<file path="config.mk">
export PLATFORM = sky130hd
export DESIGN_NAME = rf_ctrl
export DESIGN_NICKNAME = d
export VERILOG_FILES = /design/src/rtl/rf_ctrl_pkg.sv /design/src/rtl/rf_ctrl.sv
export SDC_FILE = /design/constraint.sdc
export NUM_CORES = 1
export LEC_CHECK = 0
export ABC_AREA = 1
export CAP_MARGIN = 20
export CELL_PAD_IN_SITES_DETAIL_PLACEMENT = 0
export CELL_PAD_IN_SITES_GLOBAL_PLACEMENT = 2
export CORE_MARGIN = 2
export CORE_UTILIZATION = 25
export DETAILED_ROUTE_END_ITERATION = 16
export GPL_TIMING_DRIVEN = 0
export PLACE_DENSITY_LB_ADDON = 0.1
export SLEW_MARGIN = 25
export SYNTH_ARGS = -nofsm -noshare
export SYNTH_HDL_FRONTEND = slang
export SYNTH_SLANG_ARGS = --single-unit
</file>
<file path="constraint.sdc">
create_clock -name clk -period 2.05 [get_ports clk]
set_input_delay 0.41 -clock clk [delete_from_list [all_inputs] [get_ports clk]]
set_output_delay 0.41 -clock clk [all_outputs]
set_load 0.1 [all_outputs]
</file>
<file path="src/rtl/rf_ctrl_pkg.sv">
// Shared types and default sizes for the register-file access controller.
// Optional behaviour is selected in rf_ctrl by the RF_CTRL_WRITE_ACK_EN macro.
package rf_ctrl_pkg;

    localparam int DEF_DATA_W = 16;
    localparam int DEF_ADDR_W = 3;
    localparam int DEF_NREG   = 8;

    typedef enum logic [1:0] {
        OP_READ  = 2'b00,
        OP_WRITE = 2'b01,
        OP_COPY  = 2'b10,
        OP_CLEAR = 2'b11
    } rf_op_t;

    typedef enum logic [1:0] {
        ST_IDLE  = 2'b00,
        ST_EXEC  = 2'b01,
        ST_CLEAR = 2'b10,
        ST_RESP  = 2'b11
    } rf_ctrl_state_t;

endpackage

</file>
<file path="src/rtl/rf_ctrl.sv">
// Command-driven initiator for the 8x16 register file: READ/WRITE/COPY/CLEAR over valid/ready.
// Define RF_CTRL_WRITE_ACK_EN to make WRITE, COPY and CLEAR also return a response.
import rf_ctrl_pkg::*;

module rf_ctrl #(
    parameter int DATA_W = DEF_DATA_W,
    parameter int ADDR_W = DEF_ADDR_W,
    parameter int NREG   = DEF_NREG
) (
    input  logic              clk,
    input  logic              rst,
    input  logic              cmd_valid,
    output logic              cmd_ready,
    input  logic [1:0]        cmd_op,
    input  logic [ADDR_W-1:0] cmd_addr_a,
    input  logic [ADDR_W-1:0] cmd_addr_b,
    input  logic [DATA_W-1:0] cmd_data,
    output logic              rsp_valid,
    input  logic              rsp_ready,
    output logic [DATA_W-1:0] rsp_data0,
    output logic [DATA_W-1:0] rsp_data1,
    output logic              rf_wr_en,
    output logic [ADDR_W-1:0] rf_wr_addr,
    output logic [DATA_W-1:0] rf_wr_data,
    output logic [ADDR_W-1:0] rf_rd0_addr,
    output logic [ADDR_W-1:0] rf_rd1_addr,
    input  logic [DATA_W-1:0] rf_rd0_data,
    input  logic [DATA_W-1:0] rf_rd1_data,
    output logic              busy
);

    rf_ctrl_state_t    r_state;
    rf_ctrl_state_t    w_state_nxt;
    rf_op_t            r_op;
    logic [ADDR_W-1:0] r_addr_a;
    logic [ADDR_W-1:0] r_addr_b;
    logic [DATA_W-1:0] r_data;
    logic [ADDR_W-1:0] r_clr_cnt;
    logic [DATA_W-1:0] r_rsp_data0;
    logic [DATA_W-1:0] r_rsp_data1;
    logic              w_accept;
    logic              w_clr_last;

    // cmd_ready is gated by rst so it stays low for the whole reset pulse
    assign cmd_ready  = rst & (r_state == ST_IDLE);
    assign rsp_valid  = (r_state == ST_RESP);
    assign busy       = (r_state != ST_IDLE);
    assign rsp_data0  = r_rsp_data0;
    assign rsp_data1  = r_rsp_data1;
    assign w_accept   = cmd_valid & cmd_ready;
    assign w_clr_last = (r_clr_cnt == ADDR_W'(NREG - 1));

    // Register-file port decode from state and latched command
    always_comb begin
        rf_wr_en    = 1'b0;
        rf_wr_addr  = '0;
        rf_wr_data  = '0;
        rf_rd0_addr = '0;
        rf_rd1_addr = '0;
        case (r_state)
            ST_EXEC: begin
                case (r_op)
                    OP_READ: begin
                        rf_rd0_addr = r_addr_a;
                        rf_rd1_addr = r_addr_b;
                    end
                    OP_WRITE: begin
                        rf_wr_en   = 1'b1;
                        rf_wr_addr = r_addr_a;
                        rf_wr_data = r_data;
                    end
                    OP_COPY: begin
                        rf_rd0_addr = r_addr_a;
                        rf_wr_en    = 1'b1;
                        rf_wr_addr  = r_addr_b;
                        rf_wr_data  = rf_rd0_data;
                    end
                    default: begin
                        rf_wr_en = 1'b0;
                    end
                endcase
            end
            ST_CLEAR: begin
                rf_wr_en   = 1'b1;
                rf_wr_addr = r_clr_cnt;
            end
            default: begin
                rf_wr_en = 1'b0;
            end
        endcase
    end

    // Next-state logic
    always_comb begin
        w_state_nxt = r_state;
        case (r_state)
            ST_IDLE: begin
                if (w_accept) begin
                    w_state_nxt = (rf_op_t'(cmd_op) == OP_CLEAR) ? ST_CLEAR : ST_EXEC;
                end else begin
                    w_state_nxt = ST_IDLE;
                end
            end
            ST_EXEC: begin
`ifdef RF_CTRL_WRITE_ACK_EN
                w_state_nxt = ST_RESP;
`else
                w_state_nxt = (r_op == OP_READ) ? ST_RESP : ST_IDLE;
`endif
            end
            ST_CLEAR: begin
                if (w_clr_last) begin
`ifdef RF_CTRL_WRITE_ACK_EN
                    w_state_nxt = ST_RESP;
`else
                    w_state_nxt = ST_IDLE;
`endif
                end else begin
                    w_state_nxt = ST_CLEAR;
                end
            end
            ST_RESP: begin
                if (rsp_ready) begin
                    w_state_nxt = ST_IDLE;
                end else begin
                    w_state_nxt = ST_RESP;
                end
            end
            default: begin
                w_state_nxt = ST_IDLE;
            end
        endcase
    end

    // State, command latch and CLEAR walk counter
    always_ff @(posedge clk or negedge rst) begin
        if (!rst) begin
            r_state   <= ST_IDLE;
            r_op      <= OP_READ;
            r_addr_a  <= '0;
            r_addr_b  <= '0;
            r_data    <= '0;
            r_clr_cnt <= '0;
        end else begin
            r_state <= w_state_nxt;
            if (w_accept) begin
                r_op     <= rf_op_t'(cmd_op);
                r_addr_a <= cmd_addr_a;
                r_addr_b <= cmd_addr_b;
                r_data   <= cmd_data;
            end
            // counter is parked at 0 explicitly after the last address rather than wrapping
            if ((r_state == ST_CLEAR) && !w_clr_last) begin
                r_clr_cnt <= r_clr_cnt + ADDR_W'(1);
            end else begin
                r_clr_cnt <= '0;
            end
        end
    end

    // Response payload capture; held unchanged while waiting in RESP
    always_ff @(posedge clk or negedge rst) begin
        if (!rst) begin
            r_rsp_data0 <= '0;
            r_rsp_data1 <= '0;
        end else if ((r_state == ST_EXEC) && (r_op == OP_READ)) begin
            r_rsp_data0 <= rf_rd0_data;
            r_rsp_data1 <= rf_rd1_data;
`ifdef RF_CTRL_WRITE_ACK_EN
        end else if ((r_state == ST_EXEC) && ((r_op == OP_WRITE) || (r_op == OP_COPY))) begin
            r_rsp_data0 <= rf_wr_data;
            r_rsp_data1 <= '0;
        end else if ((r_state == ST_CLEAR) && w_clr_last) begin
            r_rsp_data0 <= '0;
            r_rsp_data1 <= '0;
`endif
        end
    end

endmodule

</file>
==> flow_summary.toml, run 1 <==
[placement]
place_ws_ns = -0.801
io_buffers = 120
gp_congestion = 0.753
dpl.cell_count = 630
placed_area_mm2 = 0.00454
dpl.hpwl_um = 6920

[critical_path]
crit_fanout = 5
crit_required_ns = 1.64
rr_worst_depth = 9
endpoint_kind = "output port"
arrival_ns = 1.74
crit_path_start_kind = "flop"
critical_path_class = "flop to output port"

[pwr]
ir_drop_uv = 1020
powerDensity_mw_per_mm2 = 1400
leakage_nw = 2.57

[grt]
grt_pass1_vias = 2912
grt_pass1_wl_um = 15300
grt_util_all_layers_pct = 15.5
grt_remaining_overflow = 0
grt_max_degree = 33
antenna_found_initial = 0

[drt]
drtAntennaViolNets = 0
drcViolationCount = 0
vias = 2819
vias_per_cell = 4.27
firstDrtPassIters = 4
wire_per_inst_um = 14.3
drt-initial-drc-count = 143
wirelength_um = 9460

[final_layout]
syn2layout_area_growth_pct = 86.1
antenna_cells = 0
nFillCells = 1128
drive_gt1_share_pct = 26.5
design_area_mm2 = 0.00549
final_cells = 660
fin_nets = 583

[sta]
relSlewSlack_pct = 34.0
hold_viol = 0
setup_viol = 16
layout_min_cycle_time_ns = 2.15
holdWs_ns = 0.0327
worst_slack_ns = -0.0960
finalCritPeriodShare_pct = 105
tightest_slew_ns = 0.994
finalSetupTns_ns = -0.706
fmax_ghz = 0.466
fin_worst_skew_ns = 0.00480
grt_setup_unrepaired = "yes"
slew_viol_final = 0

[clocking]
clock_latency_ns = 0.32
cts_made_buffers = 9
cts_sinks = 61
ctsHtreeMaxLevel = 3
cts-root-buf = "clkbuf_16"
cts_hold_buf = 0
tritoncts = "built"
clk_pin_slew_ns = 0.05
clockBufferDepth = 2

[yosys]
ys_warn_count = 0
synth.area.top_cells = "dfrtp_1 52%, nand2_1 23%, nand3_1 5.8%, ha_1 4.2%, a21oi_1 3.2%"
synth_nets = 436
yosysSeqAreaShare_pct = 51.7
synth_seq_cells = 61
synth_area_mm2 = 0.00295
ys_types = 19
synthCells = 366
netlist.area_leader.share_pct = 51.7
avgSynthCellArea_um2 = 8.06
synth_area_leader_cell = "dfrtp_1"

[status]
violations = "negative setup slack"
status = "complete, but fails checks"

[run]
drv_cap = 0

[floorplan]
initial_utilization_pct = 25.7
die_h_um = 113
die_area_mm2 = 0.0127
io_pins = 121
fp.coreArea_mm2 = 0.0115
rows = 39
die_w_um = 113

[worst_hold_path]
hp-class = "primary input to async pin"
-- sequential cells by signal, indices dropped and copies added, names as in the netlist --
register and cells:
r_clr_cnt 3, r_op 2, r_addr_a 3, rsp_data0 16
r_data 16, r_state 2, r_addr_b 3, rsp_data1 16
-- metrics by stage --
| stage | total power [mW] | utilization, % |
|---|---|---|
| final | 7.67 | 47.9 |
| after global routing | 8.05 | 47.9 |
| after floorplan | 5.03 | - |
| after global placement | 6.09 | 39.4 |
| after detailed placement | 6.12 | 39.6 |
| after CTS | 7.67 | 46.2 |
-- cell usage in the layout (no fill, tap or decap), types with 5 or more instances in the layout --
| cell | instances |
|---|---|
| o21ai_0 | 5 |
| dfrtp_1 | 61 |
| buf_12 | 27 |
| buf_2 | 7 |
| inv_1 | 12 |
| buf_4 | 16 |
| nand3_1 | 34 |
| clkbuf_16 | 9 |
| nand2_1 | 165 |
| nand2_2 | 13 |
| dlygate4sd2_1 | 32 |
| nor2_4 | 5 |
| buf_6 | 9 |
| ha_1 | 6 |
| clkdlybuf4s50_1 | 58 |
| a21oi_4 | 19 |
-- layout make-up --
class,count,area [um^2],share of cell area [%]
multi-input cells,267,1640,29.9
repair buffers,137,1580,28.7
flip-flops and latches,61,1530,27.8
clock buffers,14,264,4.81
plain buffers,18,179,3.26
well taps,143,179,3.26
inverters,19,92.6,1.69
clock inverters,1,30.0,0.547
-- Yosys cell counts --
cell type,n
nor3b_1,3
nor2_1,9
nand2_1,181
inv_6,1
ha_1,10
buf_6,3
buf_4,5
nor2_8,1
nand3_1,34
buf_8,1
a21oi_1,19
nand2_2,1
nand2_4,2
inv_1,18
o21ai_0,5
clkbuf_1,1
buf_2,10
dfrtp_1,61
nand3b_1,1
-- where the power goes --
part           total, mW  switching [mW]  internal (mW)
Combinational       4.31            3.40          0.915
Clock               1.50           0.503           1.00
Sequential          1.85           0.227           1.63
-- layer usage --
layer	routed length [um]	vias to the layer above	global-route usage (%)
li1	-	1435	-
met1	4410	1292	21.4
met2	4360	85	23.8
met3	562	7	3.24
met4	123	0	5.85
met5	0	-	0
-- final timing paths --
kind	slack (ns)	endpoint	from
hold reg to reg	0.46	rsp_data1[6]$_DFFE_PN0P_	rsp_data1[6]$_DFFE_PN0P_
setup / recovery	-0.1	rf_rd0_addr[1]	r_state[1]$_DFF_PN0_
max in group asynchronous	1.48	rsp_data0[6]$_DFFE_PN0P_	rst
setup reg to reg	0.43	rsp_data0[6]$_DFFE_PN0P_	r_state[1]$_DFF_PN0_
hold / removal	0.03	rsp_data1[12]$_DFFE_PN0P_	rst
min in group clk	0.46	rsp_data1[6]$_DFFE_PN0P_	rsp_data1[6]$_DFFE_PN0P_
-- worst max-delay path, cell delays in order, from the launching register on --
cell	delay, ns
dfrtp_1	0.40
inv_2	0.10
ha_4	0.14
buf_12	0.13
clkinvlp_4	0.15
nor3b_4	0.28
buf_12	0.21
-- logic make-up after synthesis --
logic type               Yosys count  synth area share (%)
adder cells (fa/ha/maj)           10                  4.24
AO/OA/AOI/OAI                     24                  4.07
flip-flops                        61                  51.7
AND/OR/NAND/NOR                  232                  32.6
buffers and inverters             39                  7.34
-- what timing repair did --
action,4_1_cts,5_1_grt
setup endpoints to repair,61,27
buffers inserted,10,2
pin swaps,15,15
cloned,5,0
resized for setup,315,39
(Power assumes the default switching activity.)
==> inputs of run 2 (changes only) <==
--- a/config.mk
+++ b/config.mk
@@ -10,10 +10,12 @@
 export CELL_PAD_IN_SITES_DETAIL_PLACEMENT = 0
 export CELL_PAD_IN_SITES_GLOBAL_PLACEMENT = 2
 export CORE_MARGIN = 2
-export CORE_UTILIZATION = 25
+export CORE_UTILIZATION = 37
 export DETAILED_ROUTE_END_ITERATION = 16
+export DONT_BUFFER_PORTS = 1
 export GPL_TIMING_DRIVEN = 0
 export PLACE_DENSITY_LB_ADDON = 0.1
+export REMOVE_ABC_BUFFERS = 1
 export SLEW_MARGIN = 25
 export SYNTH_ARGS = -nofsm -noshare
 export SYNTH_HDL_FRONTEND = slang
==> run 2 against run 1 <==
The flow still finishes with violations (negative setup slack). Register-to-register slack worse by 0.03 ns. Worst hold slack better by 0.16 ns. Via count is 13% lower. Cell count is 24% lower. Die area is 31% lower. Largest cell class is now multi-input gates. Largest power group is now sequential cells.
==> flow_summary.toml, run 2 (synthesis gave the netlist of run 1 again) <==
[critical_path]
timing.rr.start = "r_state[0]$_DFF_PN0_"
crit_path_start = "r_op[0]$_DFFE_PN0P_"
critPathMostFrequentCell = "nand2_1"
critical_path_class = "flop to output port"
slowest_delay_ns = 0.58
arrival_ns = 1.89
cp_slowest_cell = "a21oi_4"
path_cells = "inv_2 > ha_4 > buf_4 > nand2_1 > nand2_1 > nand2_2 > a21oi_4"
crit_path_start_kind = "flop"
endpoint_kind = "output port"
r2r_end = "rsp_data1[8]$_DFFE_PN0P_"
rr_worst_depth = 8
cp-endpoint = "rf_wr_addr[2]"
r2r_slack_ns = 0.40
crit_required_ns = 1.64
crit_fanout = 4

[placement]
dpl.cell_count = 452
gp_congestion = 0.730
dpl.hpwl_um = 4840
io_buffers = 0

[final_layout]
nFillCells = 743
utilization_pct = 52.0
fin_nets = 465
ff_latch_area_mm2 = 0.00153
multi_input_area_mm2 = 0.00161
final_common_cell = "nand2_1"
drive_gt1_share_pct = 27.1
final_cell_mix = "172 x nand2_1, 61 x dfrtp_1, 34 x nand3_1, 19 x a21oi_4, 19 x buf_4"
final_cells = 501
antenna_cells = 0
syn2layout_area_growth_pct = 36.3

[pwr]
seqPwrFrac_pct = 62.5
powerDensity_mw_per_mm2 = 1680
p_int_mw = 2.72
p_total_mw = 6.74
switchingPower_mw = 4.02
power.share.clock_pct = 16.2
leakage_nw = 1.86
comb_power_share_pct = 21.3
ir_drop_uv = 980
sw_frac_of_total_pct = 59.7

[sta]
setup_viol = 26
finalSetupTns_ns = -4.96
slew_viol_final = 0
layout_min_cycle_time_ns = 2.30
tightest_slew_ns = 0.932
relSlewSlack_pct = 37.9
fin_worst_skew_ns = 0.0103
hold_viol = 0
holdWs_ns = 0.188
fmax_ghz = 0.434
finalCritPeriodShare_pct = 112
grt_setup_unrepaired = "yes"
worst_slack_ns = -0.254

[status]
status = "complete, but fails checks"
violations = "negative setup slack"

[drt]
drcViolationCount = 0
drtAntennaViolNets = 0
wirelength_um = 8700
vias = 2450
drt-initial-drc-count = 86
vias_per_cell = 4.89
firstDrtPassIters = 4
wire_per_inst_um = 17.4

[grt]
grt_pass1_wl_um = 14000
grt_pass1_vias = 2545
grt_max_degree = 62
grt_util_all_layers_pct = 21.3
antenna_found_initial = 0
grt_remaining_overflow = 0

[clocking]
clockBufferDepth = 2
tritoncts = "built"
cts_sinks = 61
ctsHtreeMaxLevel = 3
clock_latency_ns = 0.33
cts_made_buffers = 9
clk_pin_slew_ns = 0.08
cts-root-buf = "clkbuf_8"

[floorplan]
die_w_um = 93.3
rows = 32
fp.coreArea_mm2 = 0.00773
initial_utilization_pct = 38.2
die_h_um = 93.3
io_pins = 121
die_area_mm2 = 0.00870

[worst_hold_path]
hp-class = "primary input to flop"

[run]
drv_cap = 0
run 2: timing repair:
| action | in CTS | in global routing |
|---|---|---|
| endpoints found under the hold margin | 61 | 0 |
| cloned | 1 | 0 |
| setup buffers | 23 | 9 |
| gates resized for setup | 38 | 22 |
| endpoints found under the setup margin | 36 | 27 |
| hold buffers | 2 | 0 |
| pin swaps | 18 | 11 |
run 2: worst min-delay path by stage:
| stage | start | to | slack [ns] | cells after the start |
|---|---|---|---|---|
| 2_1_floorplan | rst | r_addr_a[0]$_DFFE_PN0P_ | 0.11 | 0 |
| 5_1_grt | cmd_data[15] | r_data[15]$_DFFE_PN0P_ | 0.17 | 2 |
| 6_report | cmd_data[0] | r_data[0]$_DFFE_PN0P_ | 0.19 | 2 |
| 4_1_cts | cmd_data[5] | r_data[5]$_DFFE_PN0P_ | 0.17 | 2 |
| 3_5_place_dp | rst | rsp_data1[11]$_DFFE_PN0P_ | 0.12 | 0 |
| 3_3_place_gp | rst | rsp_data1[11]$_DFFE_PN0P_ | 0.12 | 0 |
run 2: per-stage QoR:
step | instance area, um^2 | setup slack, ns
2_1_floorplan | 2810 | -2.05
6_report | 4020 | -0.254
3_3_place_gp | 2940 | -2.72
4_1_cts | 3870 | -0.245
5_1_grt | 4020 | -0.353
3_5_place_dp | 3250 | -1.01
run 2: layout make-up:
type | count | share of cell area [%]
clock buffers | 11 | 3.76
clock inverters | 4 | 1.18
inverters | 19 | 2.27
multi-input cells | 267 | 40.1
flip-flops and latches | 61 | 38.0
well taps | 102 | 3.17
repair buffers | 37 | 11.5
run 2: per-layer routing:
layer  global-route usage (%)  vias up  wire length (um)
li1                         -     1201                 -
met1                     28.7     1162              3950
met4                     6.62        0                54
met5                        0        -                 0
met3                     5.64        5               607
met2                     33.6       82              4090
run 2: power groups by stage:
stage	Clock (mW)	Combinational (mW)	Sequential, mW
floorplan	0	0.744	4.15
global placement	0	0.895	4.23
finish	1.09	1.43	4.21
detailed placement	0	1.03	4.23
CTS	1.13	1.34	4.22
global route	1.19	1.60	4.27
run 2: worst max-delay path: cells and delay by family (launching register included):
family          cells  cell delay (ns)
fa+ha+maj           1             0.18
simple gates        3             0.19
flops               1             0.39
compound gates      1             0.58
buf+inv             2             0.23
==> inputs of run 3 (changes only) <==
--- a/config.mk
+++ b/config.mk
@@ -14,7 +14,8 @@
 export DETAILED_ROUTE_END_ITERATION = 16
 export DONT_BUFFER_PORTS = 1
 export GPL_TIMING_DRIVEN = 0
-export PLACE_DENSITY_LB_ADDON = 0.1
+export PLACE_DENSITY = 0.89
+export RECOVER_POWER = 100
 export REMOVE_ABC_BUFFERS = 1
 export SLEW_MARGIN = 25
 export SYNTH_ARGS = -nofsm -noshare
==> run 3 against run 2 <==
The flow still finishes with violations (negative setup slack). First-iteration DRC count up 13%. Setup slack barely moved. Largest cell class unchanged. Non-clock buffer count decreased by 6. Critical endpoint is now rf_rd1_addr[0]. Fmax about the same. Critical path depth decreased by 1. Die area unchanged. Utilization shrank 1.7 points.
==> flow_summary.toml, run 3 (synthesis gave the netlist of run 1 again) <==
[status]
status = "complete, but fails checks"
violations = "negative setup slack"

[sta]
layout_min_cycle_time_ns = 2.30
grt_setup_unrepaired = "yes"
fmax_ghz = 0.434
fin_worst_skew_ns = 0.00792
worst_slack_ns = -0.254
tightest_slew_ns = 0.936
finalCritPeriodShare_pct = 112
setup_viol = 27
relSlewSlack_pct = 37.6
slew_viol_final = 0
hold_viol = 0

[floorplan]
die_w_um = 93.3
rows = 32
die_area_mm2 = 0.00870
io_pins = 121
die_h_um = 93.3
fp.coreArea_mm2 = 0.00773
initial_utilization_pct = 38.2

[worst_hold_path]
hp-class = "primary input to flop"
holdCritStartpoint = "cmd_data[14]"
hold_depth = 2

[critical_path]
crit_path_start_kind = "flop"
crit_cells = 6
cp_slowest_cell = "nor2_4"
critPathBufInv = 3
crit_fanout = 5
timing.rr.start = "r_state[0]$_DFF_PN0_"
path_cells = "inv_2 > ha_4 > buf_8 > clkbuf_2 > nand2_8 > nor2_4"
slowest_delay_ns = 0.49
arrival_ns = 1.89
crit_path_start = "r_state[1]$_DFF_PN0_"
crit_required_ns = 1.64
endpoint_kind = "output port"
critical_path_class = "flop to output port"
rr_worst_depth = 8
crit_family = "simple AND/OR/NAND/NOR gates"

[clocking]
clock_latency_ns = 0.33
cts_sinks = 61
clockBufferDepth = 2
cts_made_buffers = 9
cts-root-buf = "clkbuf_8"
clk_pin_slew_ns = 0.08
ctsHtreeMaxLevel = 3
tritoncts = "built"

[pwr]
p_total_mw = 6.63
powerDensity_mw_per_mm2 = 1700
ir_drop_uv = 638
leakage_nw = 1.78

[placement]
place_ws_ns = -0.954
io_buffers = 0
gp_congestion = 0.712
dpl.hpwl_um = 4950

[grt]
grt_remaining_overflow = 0
grt_max_degree = 62
grt_pass1_vias = 2641
grt_util_met2_pct = 34.1
grt_use_met3_pct = 5.88
grt_use_met1_pct = 24.9
top_usage_layer = "met2"
grt_util_all_layers_pct = 20.8
antenna_found_initial = 0
grt_pass1_wl_um = 13700

[final_layout]
utilization_pct = 50.3
fin_nets = 459
final_common_cell = "nand2_1"
ff_latch_area_mm2 = 0.00153
multi_input_area_mm2 = 0.00158
antenna_cells = 0
syn2layout_area_growth_pct = 31.8
drive_gt1_share_pct = 23.9
final_cell_mix = "178 x nand2_1, 61 x dfrtp_1, 34 x nand3_1, 19 x a21oi_4"
nFillCells = 727

[drt]
wire_per_inst_um = 17.4
drt-initial-drc-count = 97
vias = 2538
drtAntennaViolNets = 0
vias_per_cell = 5.12
firstDrtPassIters = 4
drcViolationCount = 0
wirelength_um = 8650

[run]
drv_cap = 0
run 3: cell count changes in the layout (fill, tap and decap cells not counted), moves of 2 or more:
| cell | change |
|---|---|
| clkinvlp_4 | +3 |
| buf_6 | -4 |
| clkbuf_1 | +4 |
| nor2_2 | +2 |
| buf_4 | -9 |
| buf_12 | -7 |
| clkbuf_16 | +3 |
| clkbuf_4 | +3 |
| nand2_1 | +6 |
| nand2_2 | -4 |
| nand2_4 | -2 |
| buf_8 | +4 |
run 3: path summary, 6_finish.rpt:
path                       slack [ns]                        to
setup / recovery                -0.25            rf_rd1_addr[0]
hold / removal                   0.18    r_data[14]$_DFFE_PN0P_
setup reg to reg                 0.02      r_state[1]$_DFF_PN0_
hold reg to reg                  0.47     r_data[5]$_DFFE_PN0P_
max in group asynchronous        0.71  rsp_data1[1]$_DFFE_PN0P_
min in group asynchronous        0.79    r_data[11]$_DFFE_PN0P_
run 3: metrics by stage:
stage / hold slack [ns] / cell area [um^2] / cells / setup TNS (ns)
final: 0.184 / 3890 / 496 / -6.01
after global routing: 0.176 / 3890 / 496 / -9.49
after CTS: 0.171 / 3930 / 495 / -5.82
after detailed placement: 0.115 / 3290 / 452 / -14.22
after global placement: 0.116 / 2940 / 448 / -74.71
after floorplan: 0.114 / 2810 / 346 / -37.32
run 3: worst reg2reg max path, stage by stage, from the launching register on:
cell,delay (ns)
dfrtp_1,0.44
ha_4,0.22
buf_8,0.13
clkbuf_2,0.15
nand2_8,0.10
clkbuf_1,0.54
nand3_1,0.21
nand2_1,0.09
nand2_1,0.04
run 3: timing repair:
action | in CTS | in global routing
setup buffers | 24 | 1
gates cloned | 1 | 0
hold buffers | 2 | 0
hold endpoints to repair | 61 | 0
pin swaps | 18 | 13
setup endpoints to repair | 29 | 29
resized for setup | 41 | 11
run 3: power by group:
| group | leakage, nW | internal [mW] | switching [mW] |
|---|---|---|---|
| Sequential | 0.753 | 1.57 | 2.64 |
| Clock | 0.0943 | 0.590 | 0.492 |
| Combinational | 0.934 | 0.464 | 0.876 |
| Total | 1.78 | 2.62 | 4.01 |
run 3: metal layers:
metal	vias up	part of all wire [%]
li1	1190	-
met1	1214	40
met2	115	48
met3	19	8.6
met4	0	3.3
met5	-	0
run 3: layout make-up:
| cell class | count | area share (%) |
|---|---|---|
| clock buffers | 10 | 3.54 |
| clock inverters | 6 | 1.61 |
| inverters | 19 | 2.51 |
| multi-input cells | 267 | 40.5 |
| flip-flops and latches | 61 | 39.3 |
| well taps | 102 | 3.28 |
| repair buffers | 31 | 9.27 |
